## src/rtl/hdlc_line_monitor.sv

```systemverilog
// hdlc_line_monitor: per-channel HDLC flag/abort/stuff/idle pulse detectors with saturating event counters.
// Define HDLC_MON_IRQ_EN to build the sticky per-channel interrupt logic; otherwise o_irq is tied low.
module hdlc_line_monitor #(
  parameter int CHANNELS = 4,
  parameter int CNT_W    = 8,
  parameter int IDLE_GAP = 8,
  parameter int CHW      = (CHANNELS > 1) ? $clog2(CHANNELS) : 1
) (
  input  logic                i_clk,
  input  logic                i_rst_n,
  input  logic [CHANNELS-1:0] i_line,
  input  logic [CHANNELS-1:0] i_frame_active,
  input  logic [CHANNELS-1:0] i_abort_req,
  input  logic                i_cnt_clr,
  input  logic [CHW-1:0]      i_rd_chan,
  input  logic [1:0]          i_rd_sel,
  output logic [CNT_W-1:0]    o_rd_data,
  output logic [CHANNELS-1:0] o_flag_det,
  output logic [CHANNELS-1:0] o_abort_det,
  output logic [CHANNELS-1:0] o_stuff_err,
  output logic [CHANNELS-1:0] o_idle_err,
  input  logic [CHANNELS-1:0] i_irq_mask,
  input  logic                i_irq_ack,
  output logic                o_irq
);
  localparam int IW = $clog2(IDLE_GAP + 1);
  localparam logic [IW-1:0] IDLE_MAX = IW'(IDLE_GAP);
  // Only the last seven bits matter: the eighth flag bit is the incoming sample.
  logic [6:0]          r_hist [CHANNELS];
  logic [2:0]          r_run  [CHANNELS];
  logic [IW-1:0]       r_idle [CHANNELS];
  logic [CNT_W-1:0]    r_cnt  [CHANNELS][4];
  logic [3:0]          w_ev   [CHANNELS];
  logic [CHANNELS-1:0] r_flag, r_abort, r_stuff, r_idle_err;
  logic [CHANNELS-1:0] w_flag, w_abort, w_stuff, w_idle_err;
  logic [CNT_W-1:0]    r_rd_data, w_rd_data;
  always_comb begin
    w_flag     = '0;
    w_abort    = '0;
    w_stuff    = '0;
    w_idle_err = '0;
    w_ev       = '{default: '0};
    for (int c = 0; c < CHANNELS; c++) begin
      w_flag[c]     = {r_hist[c], i_line[c]} == 8'h7E;
      w_abort[c]    = i_frame_active[c] && i_line[c] && r_run[c] == 3'd6;
      w_stuff[c]    = i_frame_active[c] && !i_abort_req[c] && i_line[c] && r_run[c] == 3'd5;
      w_idle_err[c] = !i_frame_active[c] && r_idle[c] == IDLE_MAX && !i_line[c];
      w_ev[c]       = {r_idle_err[c], r_stuff[c], r_abort[c], r_flag[c]};
    end
  end
  // Channels outside CHANNELS fall through to zero.
  always_comb begin
    w_rd_data = '0;
    for (int c = 0; c < CHANNELS; c++)
      if (i_rd_chan == CHW'(c)) w_rd_data = r_cnt[c][i_rd_sel];
  end
  always_ff @(posedge i_clk or negedge i_rst_n) begin
    if (!i_rst_n) begin
      r_flag     <= '0;
      r_abort    <= '0;
      r_stuff    <= '0;
      r_idle_err <= '0;
      r_rd_data  <= '0;
      for (int c = 0; c < CHANNELS; c++) begin
        r_hist[c] <= 7'h7F;
        r_run[c]  <= '0;
        r_idle[c] <= IDLE_MAX;
        for (int k = 0; k < 4; k++) r_cnt[c][k] <= '0;
      end
    end else begin
      r_flag     <= w_flag;
      r_abort    <= w_abort;
      r_stuff    <= w_stuff;
      r_idle_err <= w_idle_err;
      r_rd_data  <= w_rd_data;
      for (int c = 0; c < CHANNELS; c++) begin
        r_hist[c] <= {r_hist[c][5:0], i_line[c]};
        r_run[c]  <= !i_line[c] ? 3'd0 : (r_run[c] == 3'd7) ? 3'd7 : r_run[c] + 3'd1;
        r_idle[c] <= i_frame_active[c] ? '0 : (r_idle[c] == IDLE_MAX) ? IDLE_MAX : r_idle[c] + IW'(1);
        for (int k = 0; k < 4; k++)
          if (i_cnt_clr) r_cnt[c][k] <= '0;
          else if (w_ev[c][k] && r_cnt[c][k] != '1) r_cnt[c][k] <= r_cnt[c][k] + CNT_W'(1);
      end
    end
  end
  assign o_rd_data   = r_rd_data;
  assign o_flag_det  = r_flag;
  assign o_abort_det = r_abort;
  assign o_stuff_err = r_stuff;
  assign o_idle_err  = r_idle_err;
`ifdef HDLC_MON_IRQ_EN
  logic [CHANNELS-1:0] r_pend, w_pend;
  logic                r_irq;
  // A new event on the ack edge keeps its pending bit.
  assign w_pend = (r_pend & {CHANNELS{!i_irq_ack}}) | r_flag | r_abort | r_stuff | r_idle_err;
  always_ff @(posedge i_clk or negedge i_rst_n) begin
    if (!i_rst_n) begin
      r_pend <= '0;
      r_irq  <= 1'b0;
    end else begin
      r_pend <= w_pend;
      r_irq  <= |(w_pend & i_irq_mask);
    end
  end
  assign o_irq = r_irq;
`else
  logic w_unused_irq;
  assign w_unused_irq = ^{i_irq_mask, i_irq_ack};
  assign o_irq = 1'b0;
`endif
endmodule

```

## config.mk

```make
export PLATFORM = sky130hd
export DESIGN_NAME = hdlc_line_monitor
export DESIGN_NICKNAME = d
export VERILOG_FILES = /design/src/rtl/hdlc_line_monitor.sv
export SDC_FILE = /design/constraint.sdc
export NUM_CORES = 1
export LEC_CHECK = 0
export ABC_AREA = 1
export ABC_CLOCK_PERIOD_IN_PS = 1600
export CAP_MARGIN = 15
export CORE_MARGIN = 4
export CORE_UTILIZATION = 57
export CTS_CLUSTER_DIAMETER = 200
export CTS_CLUSTER_SIZE = 12
export DETAILED_ROUTE_END_ITERATION = 6
export PLACE_DENSITY_LB_ADDON = 0.2
export SETUP_SLACK_MARGIN = 0.15
export SLEW_MARGIN = 25
export SYNTH_ARGS = -nofsm -noshare
export SYNTH_HDL_FRONTEND = slang
export SYNTH_SLANG_ARGS = --single-unit
```

## constraint.sdc

```tcl
create_clock -name i_clk -period 1.6 [get_ports i_clk]
set_clock_uncertainty 0.1 [all_clocks]
set_input_delay 0.16 -clock i_clk [delete_from_list [all_inputs] [get_ports i_clk]]
set_output_delay 0.16 -clock i_clk [all_outputs]
set_load 0.01 [all_outputs]
```

; Word-level counts from Yosys, hierarchy flattened
; Cells that the tools add are included.
; W data, S select, Z words.
[word_totals]
mem_bits_rw = 0
in_bits = 24
latch_bits = 0
output_inout_bits = 25
rom_bits = 0
memories = 0
reg_bits = 208
[op_classes]
add_sub_neg = 24
div_mod_pow = 0
magnitude_cmp = 1
bitwise = 1
reduce_logical = 73
n_mul = 0
muxes = 64
shifts = 0
n_eq_ne = 39
[ops]
columns = operator, n
row1 = $mux W8, 44
row2 = $add A8 B1 Y8 const B, 16
row3 = $ne A8 B8 Y1 const B, 16
row4 = $bmux W8 S2, 4
row5 = $logic_and A1 B1 Y1, 44
row6 = $eq A3 B3 Y1 const B, 12
row7 = $eq A8 B7 Y1 const B, 4
row8 = $mux W4, 8
row9 = $reduce_bool A2 Y1, 16
row10 = $mux W3, 8
row11 = $add A4 B1 Y4 const B, 4
row12 = $eq A4 B4 Y1 const B, 4
row13 = $add A3 B1 Y3 const B, 4
row14 = $logic_not A1 Y1, 12
row15 = $eq A2 B2 Y1 const B, 2
row16 = $ge A3 B3 Y1 const B, 1
row17 = $not A2 Y3, 1
row18 = $eq A2 B1 Y1 const B, 1
row19 = $logic_not A2 Y1, 1

; Logic depth before layout (Yosys ltp)
; Gate-level depths: netlist of run 1.
[logic_depth]
depth_word = 8
depth_mapped = 9

; Worst setup path after synthesis of run 1
; OpenSTA, ideal clock, no wires.
[synth_timing]
path_kind = register to register
from = register r_cnt[40] (netlist name)
to = register r_cnt[45] (netlist name)
required_ns = 1.382
n_path_buf = 0
path_slack_ns = 0.181
path_stages_with_launch = 8
t_arrival_ns = 1.201
period_less_slack_ns = 1.419
cell_sequence = dfrtp_1 ha_1 nand2_1 nor2_2 a21oi_4 nor2_8 nand2_1 nand2_1
[synth_via]
elab_chain_len = 3
word_cells_on_any_way = 6
classes_between = add/sub (1) / eq/ne (1) / mux (2) / reduce/logical (2)
[synth_lines]
columns = item, line
row1 = "start, declared", 32  ; logic [CNT_W-1:0] r_cnt [CHANNELS][4];
row2 = "start signal, assigned by index", 81  ; if (i_cnt_clr) r_cnt[c][k] <= '0;
row3 = $add A8 B1 Y8 or $ne A8 B8 Y1 (tied branches), 82  ; else if (w_ev[c][k] && r_cnt[c][k] != '1) r_cnt[c][k] <= r_cnt[c][k] + CNT_W'(1);
row4 = $mux W8 or $logic_and A1 B1 Y1 (tied branches), 82
row5 = $mux W8 or $reduce_bool A2 Y1 (tied branches), --
; Several ways; a longest one is shown, not always the timed one. The select of a mux whose other input is x is not followed.
; A chain may end at the register's enable or synchronous reset.

; Worst setup path in the final report of run 1
[layout_timing]
from = register r_cnt[40] (netlist name)
to = register r_cnt[43] (netlist name)
; Same word-level chain as after synthesis.

==> results of run 1 <==
sequential cells by signal (all words and copies together), names as in the netlist, 8 cells and up:
name       count
r_cnt        128
r_hist        28
r_idle        16
r_run         12
o_rd_data      8
final cells by class:
class | count | area share
Multi-Input combinational cell | 1198 | 0.4248
Sequential cell | 208 | 0.3567
Timing Repair Buffer | 177 | 0.1077
Inverter | 180 | 0.04728
Clock buffer | 35 | 0.03908
Tap cell | 275 | 0.02326
Clock inverter | 2 | 0.001184
how the worst max path moves through the flow:
stage                       start            end  slack, ns  depth (start not counted)
floorplan               r_cnt[40]      r_cnt[45]       0.18                          7
global placement      i_rd_sel[1]   o_rd_data[5]      -0.03                          8
detailed placement    i_rd_sel[1]   o_rd_data[5]     -0.009                          8
CTS                 o_flag_det[1]  o_flag_det[1]      0.006                          1
global route            r_cnt[41]      r_cnt[43]       0.05                          8
finish                  r_cnt[40]      r_cnt[43]       0.12                          8
stage by stage:
| step | worst slack (ns) | power (mW) | utilization | cells |
|---|---|---|---|---|
| floorplan | 0.1810 | 6.015 | - | 1622 |
| global placement | -0.03284 | 6.393 | 0.6351 | 1982 |
| detailed placement | -0.009388 | 6.413 | 0.6351 | 1982 |
| CTS | 0.005830 | 10.92 | 0.6798 | 2049 |
| global route | 0.04505 | 11.29 | 0.7059 | 2075 |
| finish | 0.1239 | 10.82 | 0.7059 | 2075 |
power by group through the flow:
stage          Clock, mW  Combinational [mW]  Sequential (mW)
6_report            4.49               0.843             5.48
5_1_grt             4.84               0.952             5.49
4_1_cts             4.60               0.841             5.48
3_5_place_dp           0               0.838             5.57
3_3_place_gp           0               0.824             5.57
2_1_floorplan          0               0.455             5.56
cell families (layout without fill, tap and decap cells):
family                   after synthesis  after routing  synth area share
XOR/XNOR                              37             37           0.02676
buffers and inverters                216            394           0.07873
AO/OA/AOI/OAI                         55             55           0.03048
other                                  1              1         0.0003097
adder cells (fa/ha/maj)               36             36           0.03719
flip-flops                           208            208            0.4331
AND/OR/NAND/NOR                     1069           1069            0.3934
synth_stat cells:
| cell type | count |
|---|---|
| clkbuf_1 | 6 |
| nand4_1 | 66 |
| nor2_1 | 149 |
| buf_4 | 5 |
| conb_1 | 1 |
| inv_1 | 165 |
| nor2_4 | 7 |
| buf_2 | 14 |
| a21oi_1 | 17 |
| o21ai_0 | 13 |
| o21bai_1 | 4 |
| a21oi_4 | 6 |
| nand3_1 | 200 |
| nand2_2 | 16 |
| clkinv_2 | 6 |
| nand2_4 | 7 |
| nor2_2 | 18 |
| dfstp_2 | 32 |
| inv_2 | 8 |
| o21ai_1 | 6 |
| nor4_1 | 6 |
| xor2_1 | 35 |
| a21oi_2 | 1 |
| nor4b_1 | 1 |
| a31oi_1 | 6 |
| ha_1 | 36 |
| buf_6 | 8 |
| inv_6 | 1 |
| or2_2 | 5 |
| nor2_8 | 6 |
| nor3_1 | 7 |
| dfrtp_1 | 176 |
| xnor2_1 | 2 |
| nand2_1 | 579 |
| buf_12 | 2 |
| clkbuf_2 | 1 |
| nor3b_1 | 2 |
| a211oi_1 | 2 |
worst max-delay path, delay by kind of cell (launching register included):
| family | cells | cell delay (ns) |
|---|---|---|
| compound gates | 1 | 0.07 |
| simple gates | 5 | 0.52 |
| flops | 1 | 0.35 |
| buf+inv | 1 | 0.14 |
| fa+ha+maj | 1 | 0.22 |
routing by layer:
metal	part of all wire	wire length [um]
met5	0	0
met4	0.023	696
met3	0.058	1743
met2	0.46	13850
met1	0.46	13770
repair_timing:
action                     CTS  global route
setup endpoints to repair  112           123
pin swaps                    8            58
buffers inserted            28            26
cloned                       0             0
hold endpoints to repair   188             0
resized for setup           69           129
hold buffers                 2             0
==> impl_metrics.csv, run 1 <==
group,metric,value,unit
outcome,status,"finished, final reports clean",
layout,antenna-diode-count,0,
setup_path,criticalPathCategory,"flip-flop to flip-flop",
timing,finalSetupTns,0,ns
cts,clock_latency,0.51,ns
floorplanning,core_area,0.02096,sq mm
setup_path,crit_path_top_delay_cell,"dfrtp_1",
grt,first_global_vias,10589,
grt,grt_max_degree,61,
timing,finalSetupViolCount,0,
cts,cts.sinks,208,
layout,final_common_cell,"nand2_1",
setup_path,worstReg2RegStart,"r_cnt[40]",
setup_path,end_kind,"flip-flop",
setup_path,critPathMaxFanout,8,
grt,antenna_found_initial,0,
setup_path,cp.arrival,1.82,ns
floorplanning,die_w,153.8,um
run,drv_cap,0,
layout,fin_area,0.01479,sq mm
route,drtAntennaViolNets,0,
cts,clockBufferDepth,3,
floorplanning,rows,53,
pwr,p_per_area,731.4,mW/mm^2
pwr,p_int,8.164,mW
floorplanning,start_util,0.5779,
layout,area_growth,22.14,%
placed_design,portBuffers,42,
cts,cts_made_buffers,21,
cts,cts_tree,"yes",
setup_path,path_cells,"ha_2, nand2_2, nor2_4, a21oi_4, buf_12, nor2_8, nand2_1, nand2_1",
placed_design,gp_congestion,0.9072,
pwr,p_leak,7.220,nW
synthesis,synth_cells,1622,
layout,multiInputGateArea,0.006284,sq mm
setup_path,reg2reg_slack,0.12,ns
layout,nets,1846,
grt,grt_usage,0.2502,
placed_design,dpl.hpwl,21010,um
synthesis,syn-cell-area,0.01211,sq mm
cts,root_buffer,"clkbuf_16",
pwr,p_sw_frac,0.2454,
floorplanning,die_area,0.02364,sq mm
floorplanning,ioPinCount,49,
layout,drive_above_1_share,0.2128,
route,via_per_inst,5.378,
placed_design,postPlaceCellArea,0.01331,sq mm
setup_path,cpMostUsedCell,"nand2_1",
synthesis,ys_types,38,
synthesis,ys_ff_latch,208,
timing,fin_crit_sh,0.9225,
setup_path,rr_worst_depth,8,
setup_path,crit_path_start_kind,"flip-flop",
layout,fillers,1643,
pwr,ir_drop,0.0006667,V
synthesis,synth_top_area_share,0.3637,
floorplanning,fp.dieH,153.8,um
timing,fmax,677.5,MHz
grt,overflow,0,
timing,worst_slew_pin_slew,0.5241,ns
timing,slew_violations,0,
timing,whs,0.02589,ns
route,drc,0,
pwr,clkPwrFrac,0.415,
pwr,p_seq_frac,0.507,
grt,grt_pass1_wl,50230,um
timing,final.min_clock_period,1.476,ns
timing,hold_viol,0,
setup_path,cp.required,1.94,ns
pwr,power.switching,2.655,mW
synthesis,synth_seq_area_share,0.4331,
grt,grtUsageMet2,0.3923,
pwr,comb_power_share,0.078,
synthesis,synth_area_leader_cell,"dfrtp_1",
synthesis,synth_area_leaders,"dfrtp_1, nand2_1, nand3_1, dfstp_2, inv_1",
grt,grt.met1_usage,0.3695,
timing,relSlewSlack,0.6474,
route,dr_total_vias,11160,
grt,top_usage_layer,"met2",
route,wirelength,30060,um
grt,met3_usage,0.03180,
worst_hold_path,hold_class,"input pin to async pin",
layout,regArea,0.005276,sq mm
synthesis,syn_avg_cell_area,7.466,sq um
synthesis,yosys_warnings,0,
timing,rsz0062_at_grt,"true",
setup_path,reg2reg_to,"r_cnt[43]",
route,wl_per_cell,14.49,um
route,dr.pass1.iters,6,
synthesis,synth_nets,1682,
route,drt-initial-drc-count,1027,
cts,clkTransAtPathRegs,0.06,ns
setup_path,slowest_delay,0.35,ns
layout,layout_common_cells,"nand2_1, nand3_1, inv_1",
cts,htreeDepth,1,
Note: power is estimated with default switching activity, not from simulation.
==> run 2: changes to the inputs <==
- CORE_ASPECT_RATIO: unset -> 0.6
==> impl_metrics.csv, run 2 (same netlist as run 1, synthesis figures left out) <==
group,metric,value,unit
cts,clock_latency,0.51,ns
layout,nets,1837,
timing,setup_ws,0.1177,ns
worst_hold_path,hold_class,"input pin to async pin",
layout,area_growth,22.41,%
timing,slew_violations,0,
setup_path,reg2reg_to,"r_cnt[34]",
grt,overflow,0,
setup_path,cp.arrival,1.82,ns
cts,cts_tree,"yes",
layout,largest_reg_flops,128,
route,wirelength,32140,um
setup_path,startpoint,"r_cnt[32]",
setup_path,criticalPathCategory,"flip-flop to flip-flop",
setup_path,path_cells,"ha_2, nand2_2, nor2_4, a21oi_4, buf_12, nor2_8, nand2_1, nand2_1",
cts,htreeDepth,1,
setup_path,worstSetupPathDepth,8,
placed_design,gp_congestion,0.9106,
layout,post-route-util,0.7260,
floorplanning,core_area,0.02042,sq mm
placed_design,detailedPlace.worstSlack,-0.003394,ns
setup_path,slowest_delay,0.36,ns
pwr,p_per_area,733.1,mW/mm^2
route,drtAntennaViolNets,0,
setup_path,rr_worst_depth,8,
grt,first_global_vias,10218,
grt,grt_pass1_wl,51450,um
layout,antenna-diode-count,0,
cts,cts_made_buffers,21,
timing,fin_crit_sh,0.9264,
setup_path,crit_family,"simple AND/OR/NAND/NOR gates",
layout,layout_common_cells,"nand2_1, nand3_1, inv_1",
floorplanning,rows,40,
route,dr_total_vias,11241,
setup_path,crit_path_top_delay_cell,"dfrtp_1",
grt,grt_max_degree,65,
floorplanning,ioPinCount,49,
setup_path,critPathMaxFanout,8,
placed_design,portBuffers,42,
pwr,ir_drop,0.0009226,V
timing,finalSetupViolCount,0,
timing,rsz0062_at_grt,"true",
floorplanning,die_area,0.02372,sq mm
pwr,finalPower,10.87,mW
timing,hold_viol,0,
layout,top_regs,"r_cnt: 128 flops, r_hist: 28 flops, r_idle: 16 flops",
setup_path,cp.required,1.94,ns
setup_path,worstReg2RegStart,"r_cnt[32]",
pwr,p_leak,7.233,nW
floorplanning,fp.dieH,120.9,um
cts,root_buffer,"clkbuf_16",
setup_path,cpMostUsedCell,"nand2_1",
floorplanning,start_util,0.5931,
route,drc,0,
layout,top_register,"r_cnt",
cts,cts.sinks,208,
placed_design,dpl.hpwl,22080,um
setup_path,crit_buf_inv,1,
timing,whs,0.05388,ns
route,drt-initial-drc-count,972,
route,dr.pass1.iters,6,
grt,antenna_found_initial,0,
layout,fin_area,0.01482,sq mm
route,via_per_inst,5.446,
layout,drive_above_1_share,0.2116,
setup_path,reg2reg_slack,0.12,ns
timing,final.min_clock_period,1.482,ns
route,wl_per_cell,15.57,um
grt,grt_usage,0.2627,
setup_path,crit_path_start_kind,"flip-flop",
cts,clkTransAtPathRegs,0.06,ns
cts,clockBufferDepth,3,
floorplanning,die_w,196.2,um
run,drv_cap,0,
placed_design,postPlaceCellArea,0.01325,sq mm
setup_path,end_kind,"flip-flop",
outcome,status,"finished, final reports clean",
layout,final_common_cell,"nand2_1",
timing,fmax,674.6,MHz
setup_path,endpoint,"r_cnt[34]",
==> run 2: metal layers <==
metal / GRT usage / vias to the layer above / routed length, um
met3: 0.05300 / 55 / 2983
met5: 0 / - / 0
li1: - / 5488 / -
met1: 0.4099 / 5271 / 14680
met2: 0.3769 / 427 / 13810
met4: 0.05754 / 0 / 667
==> run 2: report_power, final <==
part | internal [mW] | switching [mW] | leakage [nW]
clock network | 2.47 | 2.08 | 0.281
registers | 5.40 | 0.0906 | 2.73
logic | 0.292 | 0.547 | 4.22
total | 8.15 | 2.71 | 7.23
==> run 2: layout make-up <==
type | instances | area, sq um
Multi-Input combinational cell | 1198 | 6382
Fill cell | 1524 | 5595
Sequential cell | 208 | 5271
Timing Repair Buffer | 168 | 1536
Inverter | 180 | 701.9
Clock buffer | 36 | 581.8
Tap cell | 273 | 341.6
Clock inverter | 1 | 8.758
==> run 2: metrics by stage <==
step / setup TNS (ns) / cells
floorplan: 0 / 1622
global placement: 0 / 1972
detailed placement: -0.004582 / 1972
CTS: 0 / 2038
global route: 0 / 2064
finish: 0 / 2064
==> run 2: worst min path at each step <==
stage / to / startpoint / cells after the start
final: r_run[8] / i_rst_n / 2
after global routing: r_idle[9] / i_rst_n / 2
after CTS: r_hist[14] / i_line[1] / 1
after detailed placement: o_stuff_err[1] / i_rst_n / 1
after global placement: r_cnt[94] / i_rst_n / 1
after floorplan: o_abort_det[0] / i_rst_n / 0
==> run 2: timing repair <==
action                     4_1_cts  5_1_grt
resized for setup               67      146
hold buffers                     2        0
cloned                           0        0
buffers inserted                27       26
pin swaps                       13       51
setup endpoints to repair      117      127
hold endpoints to repair       183        0
